**src/rtl/truth_sweep_ctrl.sv**
```systemverilog
// truth_sweep_ctrl
//   Sequencer/checker for the 4-input composite logic stage. On start it
//   walks {a,b,c,d} through 0..15, holding each vector SETTLE cycles, samples
//   the composite output e on the last hold cycle, assembles a 16-bit
//   signature and compares it against the golden truth table EXPECTED.
//
//   Build option: define SWEEP_EARLY_ABORT_EN to stop the sweep at the first
//   mismatching vector (vec_out then holds the failing index). Undefined
//   (default): all 16 vectors are swept and every mismatch is counted.
//
// Parameters
//   SETTLE    cycles each vector is held before sampling (1..15)
//   EXPECTED  golden truth table, bit i = expected e for {a,b,c,d} = i
// Ports
//   clk            rising-edge clock
//   rst_n          async active-low reset
//   start          sweep request (ignored while busy)
//   resp_in        composite output e
//   vec_out        {a,b,c,d} to composite, bit 3 = a
//   busy           sweep in progress
//   done           sweep complete (level, held until next start/reset)
//   pass           signature matched EXPECTED (valid while done)
//   signature      captured responses, bit i = e sampled for vector i
//   mismatch_cnt   number of mismatching vectors, 0..16
//   first_fail_idx lowest mismatching vector, 0 if none
module truth_sweep_ctrl #(
  parameter int unsigned SETTLE   = 2,
  parameter logic [15:0] EXPECTED = 16'hF410
) (
  input  logic        clk,
  input  logic        rst_n,
  input  logic        start,
  input  logic        resp_in,
  output logic [3:0]  vec_out,
  output logic        busy,
  output logic        done,
  output logic        pass,
  output logic [15:0] signature,
  output logic [4:0]  mismatch_cnt,
  output logic [3:0]  first_fail_idx
);

  typedef enum logic [1:0] {IDLE = 2'd0, HOLD = 2'd1, DONE = 2'd2} state_t;

  localparam logic [3:0] CNT_LD = 4'(SETTLE - 1);

  state_t     state_q, state_d;
  logic [3:0] cnt_q;
  logic       launch;   // start accepted this edge (IDLE or DONE)
  logic       sample;   // last hold cycle of the current vector
  logic       miss;     // sampled response disagrees with golden
  logic       last;     // sampling the final vector of the sweep
  logic       stop;     // sweep ends at this sample

  assign launch = start && (state_q != HOLD);
  assign sample = (state_q == HOLD) && (cnt_q == 4'd0);
  assign miss   = sample && (resp_in != EXPECTED[vec_out]);
  assign last   = (vec_out == 4'd15);

`ifdef SWEEP_EARLY_ABORT_EN
  assign stop = sample && (last || miss);
`else
  assign stop = sample && last;
`endif

  // State register
  always_ff @(posedge clk or negedge rst_n) begin
    if (!rst_n) state_q <= IDLE;
    else        state_q <= state_d;
  end

  // Next-state logic
  always_comb begin
    state_d = state_q;
    case (state_q)
      IDLE:    if (start) state_d = HOLD;
      HOLD:    if (stop)  state_d = DONE;
      DONE:    if (start) state_d = HOLD;
      default: state_d = IDLE;
    endcase
  end

  // Output decode
  always_comb begin
    busy = 1'b0;
    done = 1'b0;
    pass = 1'b0;
    case (state_q)
      HOLD: busy = 1'b1;
      DONE: begin
        done = 1'b1;
        pass = (mismatch_cnt == 5'd0);
      end
      default: ;
    endcase
  end

  // Sweep datapath: vector index, settle counter, result capture
  always_ff @(posedge clk or negedge rst_n) begin
    if (!rst_n) begin
      vec_out        <= '0;
      cnt_q          <= '0;
      signature      <= '0;
      mismatch_cnt   <= '0;
      first_fail_idx <= '0;
    end else if (launch || state_q == IDLE) begin
      // IDLE keeps everything cleared; a launch from DONE clears identically
      vec_out        <= '0;
      cnt_q          <= CNT_LD;
      signature      <= '0;
      mismatch_cnt   <= '0;
      first_fail_idx <= '0;
    end else if (state_q == HOLD) begin
      if (cnt_q != 4'd0) begin
        cnt_q <= cnt_q - 4'd1;
      end else begin
        signature[vec_out] <= resp_in;
        if (miss) begin
          mismatch_cnt <= mismatch_cnt + 5'd1;
          if (mismatch_cnt == 5'd0) first_fail_idx <= vec_out;
        end
        // On stop vec_out is left on the last/failing vector
        if (!stop) begin
          vec_out <= vec_out + 4'd1;
          cnt_q   <= CNT_LD;
        end
      end
    end
  end

endmodule

```
**config.mk**
```make
export PLATFORM = sky130hd
export DESIGN_NAME = truth_sweep_ctrl
export DESIGN_NICKNAME = d
export VERILOG_FILES = /design/src/rtl/truth_sweep_ctrl.sv
export SDC_FILE = /design/constraint.sdc
export NUM_CORES = 1
export LEC_CHECK = 0
export BUFFER_PORTS_ARGS = -buffer_cell sky130_fd_sc_hd__buf_2
export CAP_MARGIN = 15
export CORE_ASPECT_RATIO = 1.25
export CORE_MARGIN = 2
export CORE_UTILIZATION = 40
export CTS_BUF_LIST = sky130_fd_sc_hd__clkbuf_4 sky130_fd_sc_hd__clkbuf_8 sky130_fd_sc_hd__clkbuf_16
export DETAILED_ROUTE_END_ITERATION = 8
export PLACE_DENSITY_LB_ADDON = 0.1
export SLEW_MARGIN = 10
export SYNTH_ARGS = -nofsm -noshare
export SYNTH_HDL_FRONTEND = slang
export SYNTH_SLANG_ARGS = --single-unit
```
**constraint.sdc**
```tcl
create_clock -name clk -period 2.5 [get_ports clk]
set_input_delay 0.375 -clock clk [delete_from_list [all_inputs] [get_ports clk]]
set_output_delay 0.375 -clock clk [all_outputs]
set_load 0.1 [all_outputs]
```
After elaboration in Yosys (flattened, before gate mapping):

Memories as Yosys holds them, arrays and structs flattened.
Cells that the tools add are included.

* memories: 1
* word-level logic and storage cells: 72
* bits of input ports: 4
* output and inout bits: 32
* flip-flop bits (word level): 35
* bits in read-only memories: 16

* equality and inequality tests: 10
* reductions and logical operators: 20
* add/sub/neg operators: 3
* multiplexer cells: 30
* $lt $le $gt $ge: 2

Memory list
* (name not given): depth 16, bits a word 1, rd ports 1, clocked after memory_dff 0, wr ports 0, RTL line 57 `assign miss = sample && (resp_in != EXPECTED[vec_out]);`

Operators with widths (number)
* 2-to-1 mux 4 bit: 13
* 2-to-1 mux 16 bit: 3
* 2-to-1 mux 5 bit: 4
* bitwise mux 16 bit: 1
* != test 2 x 1 -> 1 bit (second input constant): 3
* AND reduction 2 bit: 3
* AND reduction 3 bit: 2
* nonzero test 2 bit: 3
* adder 5 x 1 -> 5 bit (second input constant): 1
* logical AND 1 bit: 5
* zero test 5 bit: 1
* < comparator 4 x 5 -> 1 bit (second input constant): 1
* 2-to-1 mux 1 bit: 5
* adder 4 x 1 -> 4 bit (second input constant): 1
* demux 1 bit (select 4 bit): 1
* == test 4 bit (second input constant): 1
* greater-or-equal comparator 4 x 1 -> 1 bit (second input constant): 1
* zero test 4 bit: 1
* 2-to-1 mux 2 bit: 2
* != test 2 bit (second input constant): 2
* one-hot mux 2 bit (2 select lines): 1
* AND reduction 4 bit: 1
* nonzero test 4 bit: 1
* subtractor 4 x 1 -> 4 bit (second input constant): 1
* 7 further kinds: 7

Longest topological paths before layout:

Gate-level depths: netlist of run 1.

* depth after elaboration: 8
* mapped depth: 8
* depth with buffers taken out: 6

Worst setup path after synthesis of run 1:

OpenSTA, ideal clock, no wires.

* kind: register to output
* from: reg state_q[0]
* to: out pass
* path buffers: 0
* stages on the path, launching flop included: 3
* required time: 2.125 ns
* setup slack: -0.584 ns
* arrival: 2.709 ns
* cell sequence: dfrtp_1 nor2b_1 and2_1

* word-level cells in the longest chain between the ends: 2

RTL lines
* start: declaration: RTL line 47 `state_t state_q, state_d;`
* start signal: assignment: RTL line 69 `else state_q <= state_d;`
* == test 2 bit: RTL line 88 `case (state_q)`
* 2-to-1 mux 1 bit: RTL line 88
* end: declaration: RTL line 37 `output logic pass,`

No other way between the ends.

Worst setup path in the final report of run 1:

* from: reg state_q[1]
* to: out busy

* word-level cells in the longest chain between the ends: 2

RTL lines
* == test 2 x 1 -> 1 bit: RTL line 88
* 2-to-1 mux 1 bit: RTL line 88
* end: declaration: RTL line 35 `output logic busy,`

No other way between the ends.

==> results of run 1 <==
## metrics by stage
| stage | instances | worst slack, ps | hold WS (ps) | util | cell area (sq um) |
|---|---|---|---|---|---|
| floorplan | 196 | 27.76 | 79.41 | - | 1863 |
| global route | 292 | 254.5 | 221.9 | 0.4987 | 2207 |
| global placement | 284 | 558.8 | 476.8 | 0.4787 | 2118 |
| CTS | 292 | 381.8 | 188.2 | 0.4987 | 2207 |
| detailed placement | 284 | 469.5 | 485.6 | 0.4787 | 2118 |
| finish | 292 | 380.8 | 171.0 | 0.4987 | 2207 |
## state kept, by name, summed over array words and instances, names as in the netlist
name / flops
cnt_q: 4
mismatch_cnt: 5
signature: 16
state_q: 2
vec_out: 4
first_fail_idx: 4
## Yosys cell counts (all sizes together)
cell type	instances	share of area
dfrtp	35	0.47
o21ai	25	0.067
nand3	19	0.051
nand4	19	0.064
a21oi	11	0.030
nand2	10	0.020
inv	9	0.018
ha	8	0.054
mux2i	8	0.043
nor2	8	0.016
buf	6	0.019
clkbuf	4	0.0081
nor2b	4	0.013
or3	4	0.013
and2	3	0.010
and3	3	0.010
nand2b	3	0.010
o31ai	3	0.015
nor3	2	0.0081
or3b	2	0.0094
a21o	1	0.0040
a31oi	1	0.0034
nand3b	1	0.0040
nor3b	1	0.0040
nor4b	1	0.0047
o21bai	1	0.0040
o221a	1	0.011
o221ai	1	0.0047
o22ai	1	0.0034
xor2	1	0.0047
## cells by family (layout without fill, tap and decap cells)
logic type	count (synthesis)	in the layout
simple gates	80	80
xor+xnor	1	1
flops	35	35
mux	8	8
compound gates	45	45
fa+ha+maj	8	8
buf+inv	19	57
## per-layer routing
| layer | vias up | track usage | wire (um) |
|---|---|---|---|
| met5 | - | 0 | 0 |
| met4 | 0 | 0.05106 | 51 |
| met3 | 6 | 0.03782 | 143 |
| met2 | 32 | 0.3320 | 2301 |
| met1 | 765 | 0.2121 | 1885 |
| li1 | 788 | - | - |
## worst paths after layout
check,to
min in group clk,state_q[0]$_DFFE_PN0P_
setup / recovery,busy
setup reg to reg,mismatch_cnt[2]$_DFFE_PN0P_
hold reg to reg,signature[6]$_DFFE_PN0P_
hold / removal,signature[4]$_DFFE_PN0P_
max in group asynchronous,vec_out[0]$_DFFE_PN0P_
## worst reg2reg max path, stage by stage, from the launching register on
cell,delay [ps]
dfrtp_1,450
inv_1,110
ha_1,270
and2_1,210
o221ai_1,470
and3_1,260
mux2i_1,190
## area by class of cell
| class | instances | area, sq um |
|---|---|---|
| Timing Repair Buffer | 40 | 227.7 |
| Sequential cell | 35 | 877.1 |
| Tap cell | 58 | 72.57 |
| Fill cell | 444 | 2218 |
| Clock buffer | 7 | 83.83 |
| Inverter | 9 | 33.78 |
| Multi-Input combinational cell | 142 | 907.1 |
| Clock inverter | 1 | 5.005 |
==> impl_metrics.yaml, run 1 <==
outcome:
  outcome: "finished clean"
setup_path:
  criticalPathCategory: "reg2out"
  reg2reg_slack_ps: 450
  path_cells: "nand2b_1 -> inv_1 -> buf_2"
  cp.depth: 3
  crit_buf_inv: 2
  reg2regPathDepth: 6
  end_kind: "primary output"
  r2r_start: "vec_out[1]$_DFFE_PN0P_"
  path_delay_family: "buffers and inverters"
  crit_path_start_kind: "flip-flop"
  cp.required_ps: 2120
  startpoint: "state_q[1]$_DFFE_PN0P_"
  cpMaxStageDelayCell: "buf_2"
  cp_slowest_stage_delay_ps: 490
  path_max_fanout: 9
  cp.arrival_ps: 1740
placement:
  hpwl_um: 3297
  portBuffers: 35
  place.gp.congestion: 0.8000
synth:
  ys_seq_area_frac: 0.4717
  synth_top_family_by_area: "simple AND/OR/NAND/NOR gates"
  syn_inst: 196
  synthSimpleGateAreaFrac: 0.2392
  synth-xor-area-share: 0.004717
  ys_warn_count: 0
  ys_ff_latch: 35
  synth_compound_area_frac: 0.1422
  syn_avg_cell_area_sq_um: 9.473
  syn_nets: 208
  synthMuxAreaShare: 0.04313
  synthAdderAreaFrac: 0.05391
  ys_types: 33
  synth.cell_area_sq_mm: 0.001857
timing:
  finalSetupTns_ps: 0
  setup_violations: 0
  finalClockSkew_ps: 5.809
  grt_setup_unrepaired: "no"
  final_max_slew_viol_count: 0
  post-route-period-util: 0.8477
  relSlewSlack: 0.4746
  fmax_mhz: 471.9
  tightest_slew_ps: 788.0
  min_period_ps: 2119
  finalHoldViolCount: 0
cts:
  clock_path_buffers: 2
  cts_max_level: 2
  cts_resized: 0
  clk_pin_slew_ps: 70
  cts_tree: "built"
  cts_buffers: 5
  worstSkewPairLatency_ps: 280
  cts-root-buf: "clkbuf_8"
  cts_hold_buf: 0
  cts.sinks: 35
  post_cts_buffers: 0
die:
  initial_utilization: 0.4196
  chipWidth_um: 64.94
  die_y_um: 80.18
  die_area_sq_mm: 0.005207
  fp-row-count: 27
  core_sq_mm: 0.004425
  ios: 36
global_routing:
  antenna_found_initial: 0
  grt_pass1_vias: 1559
  track_usage: 0.1816
  grt_max_degree: 36
  overflow: 0
  grt_pass1_wl_um: 7307
final_layout:
  diodes: 0
  final_net_count: 245
  final_cell_mix: "dfrtp_1, buf_2, o21ai_0"
  drive_gt1_frac: 0.2350
  area_growth_pct: 18.87
detailed_routing:
  ant_nets: 0
  drt-wirelength-per-cell_um: 15.01
  num_vias: 1591
  wl_um: 4382
  dr.pass1.iters: 4
  first_iter_violations: 51
  post_drt_via_cell_ratio: 5.449
  drc: 0
job:
  cap_violations: 0
min_path:
  min-delay-path-class: "in2async"
Power of run 1 is left out: the tool's default activity adds up to more than one toggle a clock period on the data nets, which glitch-free logic cannot reach.
==> run 2, diff against run 1 <==
- clock period: 2.5 -> 2.2 ns (I/O delays scaled with it)
==> run 2 against run 1 <==
Worst setup slack worse by 210 ps. Clock-buffer cell count up 1. Non-clock buffer count up 2. Register-to-register slack worse by 260 ps. Clock skew up 8.4 ps. Global-route usage up 0.60 points. Critical path type unchanged. Design area up 2.8%. Wire length up 2.6%. Flip-flop and latch count unchanged. Via count up 4.1%. Die area unchanged.
==> impl_metrics.yaml, run 2 (synthesis gave the netlist of run 1 again) <==
final_layout:
  area_growth_pct: 22.17
  final_area_sq_mm: 0.002268
  final_net_count: 247
  seqCellArea_sq_um: 880.8
  drive_gt1_frac: 0.2542
  largest_reg_flops: 16
  fillers: 419
  multi_input_area_sq_um: 919.6
  largest_registers: "signature (16), mismatch_cnt (5)"
  final_cell_mix: "dfrtp_1, buf_2, o21ai_0"
  top_register: "signature"
  diodes: 0
die:
  core_sq_mm: 0.004425
  fp-row-count: 27
  die_y_um: 80.18
  chipWidth_um: 64.94
  initial_utilization: 0.4196
  die_area_sq_mm: 0.005207
  ios: 36
detailed_routing:
  post_drt_via_cell_ratio: 5.633
  dr.pass1.iters: 4
  num_vias: 1656
  drt-wirelength-per-cell_um: 15.30
  wl_um: 4497
  ant_nets: 0
  first_iter_violations: 73
  drc: 0
min_path:
  min-delay-path-class: "in2async"
timing:
  grt_setup_unrepaired: "no"
  finalSetupTns_ps: 0
  setup_violations: 0
  holdWs_ps: 108.6
  tightest_slew_ps: 782.2
  relSlewSlack: 0.4785
  final_max_slew_viol_count: 0
  finalHoldViolCount: 0
  post-route-period-util: 0.9219
  finalClockSkew_ps: 14.18
  fmax_mhz: 493.0
  min_period_ps: 2028
cts:
  clk_pin_slew_ps: 80
  cts-root-buf: "clkbuf_8"
  post_cts_buffers: 0
  cts_buffers: 5
  cts_tree: "built"
  cts.sinks: 35
  clock_path_buffers: 2
  worstSkewPairLatency_ps: 290
  cts_max_level: 2
placement:
  hpwl_um: 3375
  portBuffers: 35
  place.gp.congestion: 0.8251
  placed_cell_area_sq_mm: 0.002158
setup_path:
  cp.required_ps: 1870
  path_delay_family: "buffers and inverters"
  crit_path_start_kind: "flip-flop"
  startpoint: "mismatch_cnt[0]$_DFFE_PN0P_"
  cp_slowest_stage_delay_ps: 420
  path_cells: "inv_1 -> ha_1 -> nor4b_2 -> buf_4 -> and2_4 -> buf_12"
  reg2reg_to: "mismatch_cnt[3]$_DFFE_PN0P_"
  path_max_fanout: 6
  criticalPathCategory: "reg2out"
  cp.arrival_ps: 1700
  cpMaxStageDelayCell: "dfrtp_1"
  r2r_start: "vec_out[0]$_DFFE_PN0P_"
  reg2reg_slack_ps: 190
  reg2regPathDepth: 6
  end_kind: "primary output"
  crit_buf_inv: 3
global_routing:
  overflow: 0
  grt_pass1_vias: 1547
  grt_pass1_wl_um: 7527
  grt_max_degree: 36
  track_usage: 0.1876
  antenna_found_initial: 0
outcome:
  outcome: "finished clean"
job:
  cap_violations: 0
==> run 2: changes by cell type in the layout (fill, tap and decap cells not counted) <==
cell / previous run / this run
buf_12: 1 / 2
buf_2: 34 / 33
buf_4: 5 / 7
clkbuf_4: 2 / 1
clkbuf_8: 5 / 7
clkinv_2: 1 / 0
dfrtp_1: 34 / 33
dfrtp_4: 0 / 1
nor4b_1: 1 / 0
nor4b_2: 0 / 1
o221ai_1: 1 / 0
o221ai_2: 0 / 1
==> run 2: area by class of cell <==
type,count,area share
Timing Repair Buffer,42,0.1136
Sequential cell,35,0.3883
Tap cell,58,0.03199
Inverter,9,0.01489
Clock buffer,8,0.04578
Multi-Input combinational cell,142,0.4054
==> run 2: through the flow <==
stage,utilization,worst slack (ps),instances
floorplan,-,25.84,196
global placement,0.4877,260.5,286
detailed placement,0.4877,154.9,286
CTS,0.5112,123.1,294
global route,0.5126,68.89,294
finish,0.5126,171.7,294
==> run 2: worst max path at each step <==
stage                                        to  slack, ps  depth (start not counted)
detailed placement  mismatch_cnt[2]$_DFFE_PN0P_        150                          6
finish                                     pass        170                          6
CTS                 mismatch_cnt[2]$_DFFE_PN0P_        120                          6
global route               cnt_q[3]$_DFFE_PN0P_         70                          6
floorplan                                  pass         30                          4
global placement    mismatch_cnt[2]$_DFFE_PN0P_        260                          6
==> run 2: routing by layer <==
metal  global-route usage  vias up  routed length [um]
met1               0.2293      822                1913
met4              0.07660        0                 104
met3              0.03501       11                 171
met5                    0        -                   0
li1                     -      791                   -
met2               0.3227       32                2308
==> run 2: what timing repair did <==
| action | in CTS | in global routing |
|---|---|---|
| hold buffers | 0 | 0 |
| resized for setup | 0 | 1 |
| setup endpoints to repair | 0 | 2 |
==> run 2: worst reg2reg max path, delay by kind of cell (launching register included) <==
kind,cells,cell delay (ps)
AOI/OAI and AO/OA,2,320
DFF,1,450
and+or+nand+nor,2,780
adders and majority gates,1,290
buffers and inverters,1,90
Power of run 2 is left out for the same reason.
